`config.mk`:
```
export PLATFORM = sky130hd
export DESIGN_NAME = fix_c_acc
export DESIGN_NICKNAME = d
export VERILOG_FILES = /design/src/rtl/fix_pkg.sv /design/src/rtl/fix_shift_sat.sv /design/src/rtl/fix_c_acc.sv
export SDC_FILE = /design/constraint.sdc
export NUM_CORES = 1
export LEC_CHECK = 0
export BUFFER_PORTS_ARGS = -buffer_cell sky130_fd_sc_hd__buf_4
export CAP_MARGIN = 20
export CORE_UTILIZATION = 62
export DETAILED_ROUTE_END_ITERATION = 8
export GPL_TIMING_DRIVEN = 0
export PLACE_DENSITY = 0.78
export SYNTH_ARGS = -nofsm -noshare
export SYNTH_HDL_FRONTEND = slang
export SYNTH_SLANG_ARGS = --single-unit
```
`constraint.sdc`:
```
create_clock -name clk -period 5.9 [get_ports clk]
set_input_delay 0.59 -clock clk [delete_from_list [all_inputs] [get_ports clk]]
set_output_delay 0.59 -clock clk [all_outputs]
set_load 0.03 [all_outputs]
```
`src/rtl/fix_pkg.sv`:
```
// Shared fixed-point types and helpers for the complex arithmetic blocks.
// Holds the accumulator state encoding and the generic saturating clamp.
package fix_pkg;

   typedef enum logic [1:0] {IDLE, ACC, HOLD} c_acc_state_t;

   localparam int SAT_W = 64;

   // Clamp a wide signed value into the signed range of 'width' bits.
   function automatic logic signed [SAT_W-1:0] fix_sat(
      input logic signed [SAT_W-1:0] value,
      input int width
   );
      logic signed [SAT_W-1:0] hi;
      logic signed [SAT_W-1:0] lo;
      hi = (64'sd1 <<< (width - 1)) - 64'sd1;
      lo = -hi - 64'sd1;
      if (value > hi)
         fix_sat = hi;
      else if (value < lo)
         fix_sat = lo;
      else
         fix_sat = value;
   endfunction

endpackage

```
`src/rtl/fix_shift_sat.sv`:
```
// Combinational arithmetic right shift followed by an optional clamp.
// Shifts at or beyond the input width fill with the sign bit.
module fix_shift_sat
   import fix_pkg::*;
#(
   parameter int IN_WIDTH  = 22,
   parameter int OUT_WIDTH = 16,
   parameter int SAT_EN    = 1,
   localparam int SH_WIDTH = $clog2(IN_WIDTH + 1)
) (
   input  logic signed [IN_WIDTH-1:0]  din,
   input  logic [SH_WIDTH-1:0]         shift,
   output logic signed [OUT_WIDTH-1:0] dout,
   output logic                        sat
);

   logic signed [IN_WIDTH-1:0] shifted;

   assign shifted = din >>> shift;

   generate
      if (SAT_EN != 0) begin : g_sat
         logic signed [SAT_W-1:0] wide;
         logic signed [SAT_W-1:0] clamped;
         assign wide    = {{(SAT_W-IN_WIDTH){shifted[IN_WIDTH-1]}}, shifted};
         assign clamped = fix_sat(wide, OUT_WIDTH);
         assign dout    = clamped[OUT_WIDTH-1:0];
         assign sat     = (clamped != wide);
      end else begin : g_wrap
         assign dout = shifted[OUT_WIDTH-1:0];
         assign sat  = 1'b0;
      end
   endgenerate

endmodule

```
`src/rtl/fix_c_acc.sv`:
```
// Complex accumulate-and-dump: sums a frame of products, then emits one
// shifted and saturated result through a valid/ready output register.
module fix_c_acc
   import fix_pkg::*;
#(
   parameter int IN_WIDTH  = 16,
   parameter int OUT_WIDTH = 16,
   parameter int MAX_LEN   = 64,
   parameter int SAT_EN    = 1,
   localparam int ACC_WIDTH = IN_WIDTH + $clog2(MAX_LEN),
   localparam int SH_WIDTH  = $clog2(ACC_WIDTH + 1),
   localparam int LEN_WIDTH = $clog2(MAX_LEN + 1)
) (
   input  logic                        clk,
   input  logic                        rst,
   input  logic                        in_valid,
   output logic                        in_ready,
   input  logic signed [IN_WIDTH-1:0]  in_R,
   input  logic signed [IN_WIDTH-1:0]  in_I,
   input  logic                        in_last,
   input  logic [SH_WIDTH-1:0]         shift_amount,
   output logic                        out_valid,
   input  logic                        out_ready,
   output logic signed [OUT_WIDTH-1:0] out_R,
   output logic signed [OUT_WIDTH-1:0] out_I,
   output logic                        out_sat,
   output logic                        out_trunc,
   output logic [LEN_WIDTH-1:0]        out_len
);

   c_acc_state_t state;
   c_acc_state_t state_nxt;

   logic signed [ACC_WIDTH-1:0] acc_R;
   logic signed [ACC_WIDTH-1:0] acc_I;
   logic signed [ACC_WIDTH-1:0] sum_R;
   logic signed [ACC_WIDTH-1:0] sum_I;
   logic signed [ACC_WIDTH-1:0] ext_R;
   logic signed [ACC_WIDTH-1:0] ext_I;
   logic [LEN_WIDTH-1:0]        cnt;
   logic [LEN_WIDTH-1:0]        cnt_nxt;

   logic fire;
   logic pop;
   logic start;
   logic close;

   logic signed [OUT_WIDTH-1:0] res_R;
   logic signed [OUT_WIDTH-1:0] res_I;
   logic                        sat_R;
   logic                        sat_I;

   assign out_valid = (state == HOLD);
   assign in_ready  = (state != HOLD) | out_ready;
   assign fire      = in_valid & in_ready;
   assign pop       = out_valid & out_ready;

   // A fire outside ACC always opens a fresh frame (HOLD implies a pop).
   assign start   = fire & (state != ACC);
   assign ext_R   = {{(ACC_WIDTH-IN_WIDTH){in_R[IN_WIDTH-1]}}, in_R};
   assign ext_I   = {{(ACC_WIDTH-IN_WIDTH){in_I[IN_WIDTH-1]}}, in_I};
   assign sum_R   = (start ? '0 : acc_R) + ext_R;
   assign sum_I   = (start ? '0 : acc_I) + ext_I;
   assign cnt_nxt = start ? LEN_WIDTH'(1) : cnt + LEN_WIDTH'(1);
   assign close   = fire & (in_last | (cnt_nxt == LEN_WIDTH'(MAX_LEN)));

   fix_shift_sat #(
      .IN_WIDTH  (ACC_WIDTH),
      .OUT_WIDTH (OUT_WIDTH),
      .SAT_EN    (SAT_EN)
   ) u_ss_R (
      .din   (sum_R),
      .shift (shift_amount),
      .dout  (res_R),
      .sat   (sat_R)
   );

   fix_shift_sat #(
      .IN_WIDTH  (ACC_WIDTH),
      .OUT_WIDTH (OUT_WIDTH),
      .SAT_EN    (SAT_EN)
   ) u_ss_I (
      .din   (sum_I),
      .shift (shift_amount),
      .dout  (res_I),
      .sat   (sat_I)
   );

   always_ff @(posedge clk) begin
      if (rst)
         state <= IDLE;
      else
         state <= state_nxt;
   end

   always_comb begin
      state_nxt = state;
      if (close)
         state_nxt = HOLD;
      else if (fire)
         state_nxt = ACC;
      else if (pop)
         state_nxt = IDLE;
   end

   always_ff @(posedge clk) begin
      if (rst) begin
         acc_R     <= '0;
         acc_I     <= '0;
         cnt       <= '0;
         out_R     <= '0;
         out_I     <= '0;
         out_sat   <= 1'b0;
         out_trunc <= 1'b0;
         out_len   <= '0;
      end else begin
         if (fire) begin
            acc_R <= sum_R;
            acc_I <= sum_I;
            cnt   <= cnt_nxt;
         end
         if (close) begin
            out_R     <= res_R;
            out_I     <= res_I;
            out_sat   <= sat_R | sat_I;
            out_trunc <= ~in_last;
            out_len   <= cnt_nxt;
         end
      end
   end

endmodule

```
# Word-level counts from Yosys, hierarchy flattened
# Index checks and enable logic that the tools add are counted.
# word_totals
out_inout_bits,43
word_cells,46
register_bits,94
in_bits,42
# op_classes
n_reduce_logical,3
muxes,10
shift,2
n_eq_ne,6
order_cmp,4
addsub,3
n_bitwise,8
# op_table
cell,n
$mux 64,4
$ne 64x22->1,2
$add 22x22->22,2
$gt 22x16->1 const B,2
$lt 22x16->1 const B,2
$mux 22,2
$sshr 22x5->22,2
$add 7x1->7 const B,1
$eq 7x7->1 const B,1
$mux 7,1
$mux 2,3
$and 1x1->1,4
$or 1x1->1,3
$reduce_bool 3->1,1
$eq 2x2->1 const B,1
$ne 2x1->1 const B,1
$ne 2x2->1 const B,1
$reduce_bool 2->1,1
$reduce_or 2->1,1
$not 1->1,1

# Depth between registers and ports, before layout
# Gate-level depths: netlist of the first run.
# depth
depth_word,12
depth_mapped,24
depth_no_buf,20

# By module
# From an unflattened synthesis of the first run, not the netlist that was laid out.
# unflattened
hier_cells,1197
hier_area_um2,9208.8
# modules_own_cells
module,seq_area_each_um2,n_inst,cells_each,area_per_inst_um2
fix_c_acc,1881.8,1,797,6055.8
fix_shift_sat,0.0,2,200,1576.5

# Least setup slack after synthesis of the first run
# Ideal clock, no wire load.
# synth_path
path_type,input to register
startpoint,input port out_ready
endpoint,register out_sat
setup_slack_ps,551
stages,22
required_ps,5809
setup_ps,91
t_arrival_ps,5258
n_path_buf,2
cell_sequence,or3b_1 -> buf_2 -> nand3_1 -> clkbuf_1 -> and2_1 -> ha_1 -> fa_1 -> a21o_1 -> a221o_1 -> a211o_1 -> a21oi_1 -> xnor2_1 -> nor2_1 -> a2111oi_0 -> a31oi_1 -> o21ai_0 -> nand3_1 -> ha_1 -> clkinv_1 -> nand2_1 -> o31ai_1 -> a311oi_1
# synth_via
elab_chain_cells,11
elab_cells_between_ends,24
cone_classes,add/sub (2); order compare (4); eq/ne (3); shift (2); mux (7); bitwise (6)
# synth_lines
element,line,source
from (decl),fix_c_acc.sv:23,"input logic out_ready,"
$or 1x1->1 *,fix_c_acc.sv:54,assign in_ready = (state != HOLD) | out_ready;
net in_ready,fix_c_acc.sv:17,"output logic in_ready,"
$and 1x1->1 *,fix_c_acc.sv:55,assign fire = in_valid & in_ready;
$and 1x1->1,fix_c_acc.sv:59,assign start = fire & (state != ACC);
$mux 22 (on tied branches),"fix_c_acc.sv:62, fix_c_acc.sv:63",
$add 22x22->22 (on tied branches),"fix_c_acc.sv:62, fix_c_acc.sv:63",
$sshr 22x5->22,fix_shift_sat.sv:19,assign shifted = din >>> shift;
$lt 22x16->1,fix_pkg.sv:20,else if (value < lo)
$mux 64,fix_pkg.sv:20,
$mux 64,fix_pkg.sv:18,if (value > hi)
$ne 64x22->1,fix_shift_sat.sv:28,assign sat = (clamped != wide);
$or 1x1->1,fix_c_acc.sv:125,out_sat <= sat_R | sat_I;
to (signal assigned),fix_c_acc.sv:125,
to (decl),fix_c_acc.sv:26,"output logic out_sat,"
# Mark *: on every way through the listed nets, which the timed path passes. The rest lies on a longest branch.
# A chain may end at the register's enable or synchronous reset.

# Worst setup path in the final report of the first run
# layout_path
startpoint,register state[0]
endpoint,register out_sat
# layout_via
elab_chain_cells,12
elab_cells_between_ends,26
cone_classes,add/sub (2); order compare (4); eq/ne (5); shift (2); mux (7); bitwise (6)
# layout_lines
element,line,source
from (decl),fix_c_acc.sv:31,c_acc_state_t state;
from (signal assigned),fix_c_acc.sv:93,state <= state_nxt;
$ne 2x2->1,fix_c_acc.sv:54,
$or 1x1->1,fix_c_acc.sv:54,
$and 1x1->1,fix_c_acc.sv:55,
$and 1x1->1,fix_c_acc.sv:59,
$mux 22 (on tied branches),"fix_c_acc.sv:62, fix_c_acc.sv:63",
$add 22x22->22 (on tied branches),"fix_c_acc.sv:62, fix_c_acc.sv:63",
$sshr 22x5->22,fix_shift_sat.sv:19,
$lt 22x16->1,fix_pkg.sv:20,
$mux 64,fix_pkg.sv:20,
$mux 64,fix_pkg.sv:18,
$ne 64x22->1,fix_shift_sat.sv:28,
$or 1x1->1,fix_c_acc.sv:125,
# Parallel ways exist; a longest one is shown, timed or not.

==> flow_metrics.tcl, run 1 <==
set metrics [dict create \
    status "complete, no violations" \
    max_stage_delay_ns 0.45 \
    crit_path_end_kind "flop" \
    grt-ovfl-total 0 \
    clk_pin_slew_ns 0.08 \
    crit_buf_inv 3 \
    cp-start-kind "flop" \
    yosysSeqAreaShare 0.189 \
    drive_gt1_frac 0.133 \
    design_area_mm2 0.0114 \
    ys.warnings.count 0 \
    worst-path-max-fanout 10 \
    crit_arrival_ns 6.10 \
    slew_headroom 0.326 \
    hp-class "input pin to flop" \
    start_util 0.646 \
    clock_sinks 94 \
    synthCells 1419 \
    slowest_stage "ha_2" \
    crit_top_cell "and2_1" \
    die_w_um 129 \
    power-per-cell-area_mw_per_mm2 236 \
    dieHeight_um 129 \
    layout_commonest_cell "nand2_1" \
    yosys-top-cells-area "dfxtp_1 19%, a21oi_1 7.2%, nand2_1 7.2%" \
    synth.distinct_cells 96 \
    yosys.area.top_type_share 0.189 \
    multi_input_area_mm2 0.00776 \
    grt_pass1_vias 11500 \
    first_pass_iters 7 \
    hpwlAfterDp_um 30100 \
    drt_iter0_drc 1900 \
    rows 45 \
    fin_nets 1602 \
    setup_viol_count_final 0 \
    cp_top_family "compound AO/OA/AOI/OAI gates" \
    p_total_mw 2.68 \
    skew_ns 0.0153 \
    ys.flop_type "dfxtp_1" \
    cts_inserted_buffers 9 \
    cp.required_ns 6.18 \
    ctsHoldBuffers 0 \
    tightest_slew_ns 0.998 \
    finalHoldViolations 0 \
    routed_wl_um 40100 \
    syn_to_final_growth_pct 14.2 \
    cts_tree "yes" \
    synth_seq_cells 94 \
    min_period_over_period 0.987 \
    synth_top_area_cell "dfxtp_1" \
    gp_congestion 1.06 \
    place_area_mm2 0.0108 \
    syn_nets 1508 \
    grt_use_total 0.476 \
    coreArea_mm2 0.0154 \
    ant_nets 0 \
    fillers 1296 \
    antenna_found_initial 0 \
    avgViaCountPerCell 7.26 \
    synth-edff-count 0 \
    grt_pass1_wl_um 60600 \
    antennaDiodeCount 0 \
    async_reset_ff_frac 0 \
    syn_area_mm2 0.00996 \
    path_cells "or3b_1 -> buf_2 -> nand3_2 -> buf_4 -> and2_1 -> ha_1 -> fa_1 -> a21o_1 -> a221o_1 -> a211o_2 -> nor3_1 -> a221oi_1 -> and2_1 -> a2111oi_2 -> a31oi_1 -> o21ai_2 -> nand3_1 -> ha_2 -> clkinvlp_4 -> nand2_1 -> o31ai_1 -> a311oi_1" \
    vdd_drop_max_v 0.000187 \
    finalCriticalPeriod_ns 5.83 \
    drc_errors 0 \
    wl_per_cell_um 23.2 \
    regArea_mm2 0.00188 \
    num_io_pins 85 \
    slew_viol_final 0 \
    layout_common_cells "190 x nand2_1, 149 x nor2_1, 141 x a21oi_1, 94 x dfxtp_1, 91 x buf_4" \
    clock_path_buffers 2 \
    htreeDepth 3 \
    finalSetupTns_ns 0 \
    root_buffer "clkbuf_16" \
    drv_cap 0 \
    grt_start_max_net_pins 19 \
    via_count 12600 \
    synth_area_per_cell_um2 7.02 \
    critPathKind "flop to flop" \
    leakage_nw 4.53 \
    die-area_mm2 0.0166 \
    insertion_delay_ns 0.37 \
    clock.fmax_ghz 0.172 \
    port_buffers 82 \
]
cell families (layout without fill, tap and decap cells):
logic type	Yosys count	in the layout	share of synthesized area
simple gates	590	590	0.285
fa+ha+maj	47	47	0.0605
xor+xnor	40	40	0.0359
flops	94	94	0.189
mux	29	29	0.0387
compound gates	491	491	0.339
buf+inv	128	227	0.0520
synth_stat cells, types with 12 or more instances:
library cell  instances
xnor2_1              24
nand4_1              15
a21o_1               18
a21oi_1             144
nor3_1               44
o31ai_1              12
dfxtp_1              94
or3_1                12
a31oi_1              13
o211ai_1             22
o21a_1               19
nand2_1             191
a211oi_1             43
clkbuf_1             77
inv_1                21
ha_1                 45
buf_2                14
nand3_1              36
xor2_1               15
o22ai_1              12
o21ai_0              68
and3_1               19
and2_1               55
nor2_1              151
mux2i_1              16
a221oi_1             14
worst register-to-register path: stages (launching register included):
cell	delay, ns
dfxtp_1	0.40
or3b_1	0.13
buf_2	0.18
nand3_2	0.23
buf_4	0.28
and2_1	0.18
ha_1	0.21
fa_1	0.41
a21o_1	0.24
a221o_1	0.41
a211o_2	0.43
nor3_1	0.25
a221oi_1	0.12
and2_1	0.26
a2111oi_2	0.38
a31oi_1	0.17
o21ai_2	0.23
nand3_1	0.11
ha_2	0.45
clkinvlp_4	0.22
nand2_1	0.10
o31ai_1	0.10
a311oi_1	0.25
flip-flops by register name (all words and copies together) (netlist names):
register   cells
out_I         16
out_R         16
acc_I         22
cnt            7
state          2
out_sat        1
out_trunc      1
acc_R         22
out_len        7
worst paths after layout:
check / startpoint / endpoint / slack, ns / depth (start not counted)
max: state[0] / out_sat / 0.07 / 22
min reg2reg: acc_I[13] / acc_I[13] / 0.45 / 2
min: in_last / out_trunc / 0.44 / 2
max reg2reg: state[0] / out_sat / 0.07 / 22
what timing repair did:
action	4_1_cts	5_1_grt
setup buffers	0	5
pin swaps	0	4
gates resized for setup	15	42
setup endpoints to repair	33	33
power by group:
part	leakage, nW	switching, mW	internal [mW]
sequential	0.773	0.0276	0.687
combinational	3.61	0.882	0.466
clock	0.143	0.323	0.298
total	4.53	1.23	1.45
through the flow:
step / worst slack, ns / utilization / hold slack (ns) / instances
4_1_cts: 0.0153 / 0.725 / 0.446 / 1727
3_3_place_gp: -0.927 / 0.703 / 0.435 / 1712
3_5_place_dp: -0.881 / 0.703 / 0.443 / 1712
2_1_floorplan: 0.551 / - / 0.427 / 1419
5_1_grt: -0.120 / 0.737 / 0.449 / 1729
6_report: 0.0743 / 0.737 / 0.443 / 1729
cell type report:
class,count,share of cell area
flip-flops and latches,94,0.165
inverters,24,0.00836
clock inverters,7,0.00605
clock buffers,9,0.0198
plain buffers,100,0.0372
repair buffers,87,0.0574
multi-input cells,1197,0.682
well taps,211,0.0232
per-layer routing:
| layer | track usage | vias to the layer above | part of all wire |
|---|---|---|---|
| li1 | - | 5512 | - |
| met1 | 0.572 | 5716 | 0.37 |
| met2 | 0.749 | 1049 | 0.43 |
| met3 | 0.128 | 277 | 0.13 |
| met4 | 0.309 | 0 | 0.072 |
| met5 | 0 | - | 0 |
Note: power is estimated with default switching activity, not from simulation.
==> run 2: changes to the inputs <==
--- a/config.mk
+++ b/config.mk
@@ -11,3 +11,3 @@
 export DETAILED_ROUTE_END_ITERATION = 8
-export GPL_TIMING_DRIVEN = 0
+export GPL_TIMING_DRIVEN = 1
 export PLACE_DENSITY = 0.78
==> constraint.sdc (replaced) <==
create_clock -name clk -period 5.9 [get_ports clk]
set_input_delay 0.295 -clock clk [delete_from_list [all_inputs] [get_ports clk]]
set_output_delay 0.295 -clock clk [all_outputs]
set_load 0.03 [all_outputs]
==> run 2 against run 1 <==
Compared with the run above:
- flip-flop and latch count unchanged
- highest routed layer unchanged
- critical endpoint unchanged
- register-to-register slack better by 0.16 ns
- critical path type unchanged
- maximum frequency rose by 2.7%
- non-clock buffer count down 74
- combinational power down 7%
==> flow_metrics.tcl, run 2 (synthesized netlist as in run 1, its figures left out) <==
set metrics [dict create \
    die-area_mm2 0.0166 \
    coreArea_mm2 0.0154 \
    antenna_found_initial 0 \
    avgViaCountPerCell 6.89 \
    cts_tree "yes" \
    grt_pass1_vias 10500 \
    hold_ws_ns 0.140 \
    power-per-cell-area_mw_per_mm2 237 \
    cp.required_ns 6.11 \
    path_cells "or3b_1 -> nand3_1 -> buf_12 -> and2_1 -> ha_1 -> fa_1 -> a21o_1 -> a221o_1 -> a2111oi_4 -> nor4_1 -> a31o_1 -> nor4b_4 -> a221oi_1 -> o211ai_1 -> or4b_1 -> or4_1 -> a21oi_1 -> a311oi_1" \
    slew_viol_final 0 \
    hp-class "input pin to flop" \
    drt_iter0_drc 1591 \
    finalCriticalPeriod_ns 5.67 \
    grt_start_max_net_pins 95 \
    htreeDepth 3 \
    dieHeight_um 129 \
    layout_common_cells "190 x nand2_1, 151 x nor2_1, 144 x a21oi_1, 112 x buf_4, 94 x dfxtp_1" \
    setup_viol_count_final 0 \
    slowest_stage "or4_1" \
    critPathKind "flop to flop" \
    clock.fmax_ghz 0.176 \
    leakage_nw 4.41 \
    first_pass_iters 6 \
    syn_to_final_growth_pct 10.5 \
    crit_path_end_kind "flop" \
    worst-path-max-fanout 44 \
    post-place-ws_ns 0.286 \
    min_period_over_period 0.961 \
    grt_pass1_wl_um 53100 \
    root_buffer "clkbuf_16" \
    fin_ws_ns 0.230 \
    status "complete, no violations" \
    crit_arrival_ns 5.88 \
    clock_sinks 94 \
    slew_headroom 0.329 \
    drv_cap 0 \
    fillers 1419 \
    fin_nets 1528 \
    finalHoldViolations 0 \
    finalSetupTns_ns 0 \
    vdd_drop_max_v 0.000145 \
    ant_nets 0 \
    rows 45 \
    drive_gt1_frac 0.121 \
    clock_path_buffers 2 \
    gp_congestion 1.02 \
    port_buffers 84 \
    die_w_um 129 \
    num_io_pins 85 \
    layout_commonest_cell "nand2_1" \
    p_total_mw 2.61 \
    antennaDiodeCount 0 \
    start_util 0.646 \
    cp-start-kind "flop" \
    clk_pin_slew_ns 0.08 \
    cts_inserted_buffers 9 \
    hpwlAfterDp_um 23700 \
    regToRegSetupSlack_ns 0.23 \
    wl_per_cell_um 19.9 \
    skew_ns 0.0155 \
    routed_wl_um 32900 \
    grt-ovfl-total 0 \
    ctsHoldBuffers 0 \
    max_stage_delay_ns 0.55 \
    top_regs "acc_I (22), acc_R (22)" \
    drc_errors 0 \
    via_count 11400 \
    grt_use_total 0.402 \
    tightest_slew_ns 1.01 \
    postLayoutCoreUtil 0.713 \
    insertion_delay_ns 0.37 \
]
==> run 2: changes by cell type in the layout (fill, tap and decap cells not counted), moves of 4 or more <==
cell	delta
clkbuf_1	-65
a211oi_1	+4
clkbuf_2	-6
buf_2	-14
buf_1	-9
buf_4	+21
==> run 2: what timing repair did <==
| action | in CTS | in global routing |
|---|---|---|
| gates resized for setup | 0 | 9 |
| endpoints found under the setup margin | 0 | 13 |
| setup buffers | 0 | 1 |
==> run 2: path summary, 6_finish.rpt <==
path            start        end  cells after the start
min           in_last  out_trunc                      2
max reg2reg  state[0]    out_sat                     18
max          state[0]    out_sat                     18
min reg2reg  acc_R[0]   acc_R[0]                      2
==> run 2: through the flow <==
stage	area (µm²)	std cells
global route	11000	1655
detailed placement	10700	1638
CTS	11000	1654
global placement	10700	1638
finish	11000	1655
floorplan	9960	1419
==> run 2: layout make-up <==
type	count	area, µm²	share of cell area
clock buffer	10	229	0.0208
clock inverter	6	75.1	0.00682
inverter	24	95.1	0.00864
multi-input combinational	1197	7600	0.690
sequential	94	1880	0.171
tap	211	264	0.0240
timing repair buffer	113	861	0.0782
==> run 2: worst max-delay path: cells and delay by family (launching register included) <==
kind,cells,cell delay [ns]
buffers and inverters,1,0.20
AND/OR/NAND/NOR,7,1.94
adder cells (fa/ha/maj),2,0.63
AO/OA/AOI/OAI,8,2.31
flip-flops,1,0.41
==> run 2: power breakdown <==
| part | switching (mW) | internal (mW) | leakage [nW] | total [mW] |
|---|---|---|---|---|
| sequential | 0.0266 | 0.687 | 0.773 | 0.713 |
| combinational | 0.798 | 0.457 | 3.50 | 1.26 |
| clock | 0.304 | 0.337 | 0.146 | 0.641 |
==> run 2: routing by layer <==
layer / global-route usage / vias up / share of wire
met1: 0.507 / 5239 / 0.41
li1: - / 5347 / -
met4: 0.223 / 0 / 0.049
met5: 0 / - / 0
met3: 0.0686 / 159 / 0.083
met2: 0.651 / 650 / 0.46
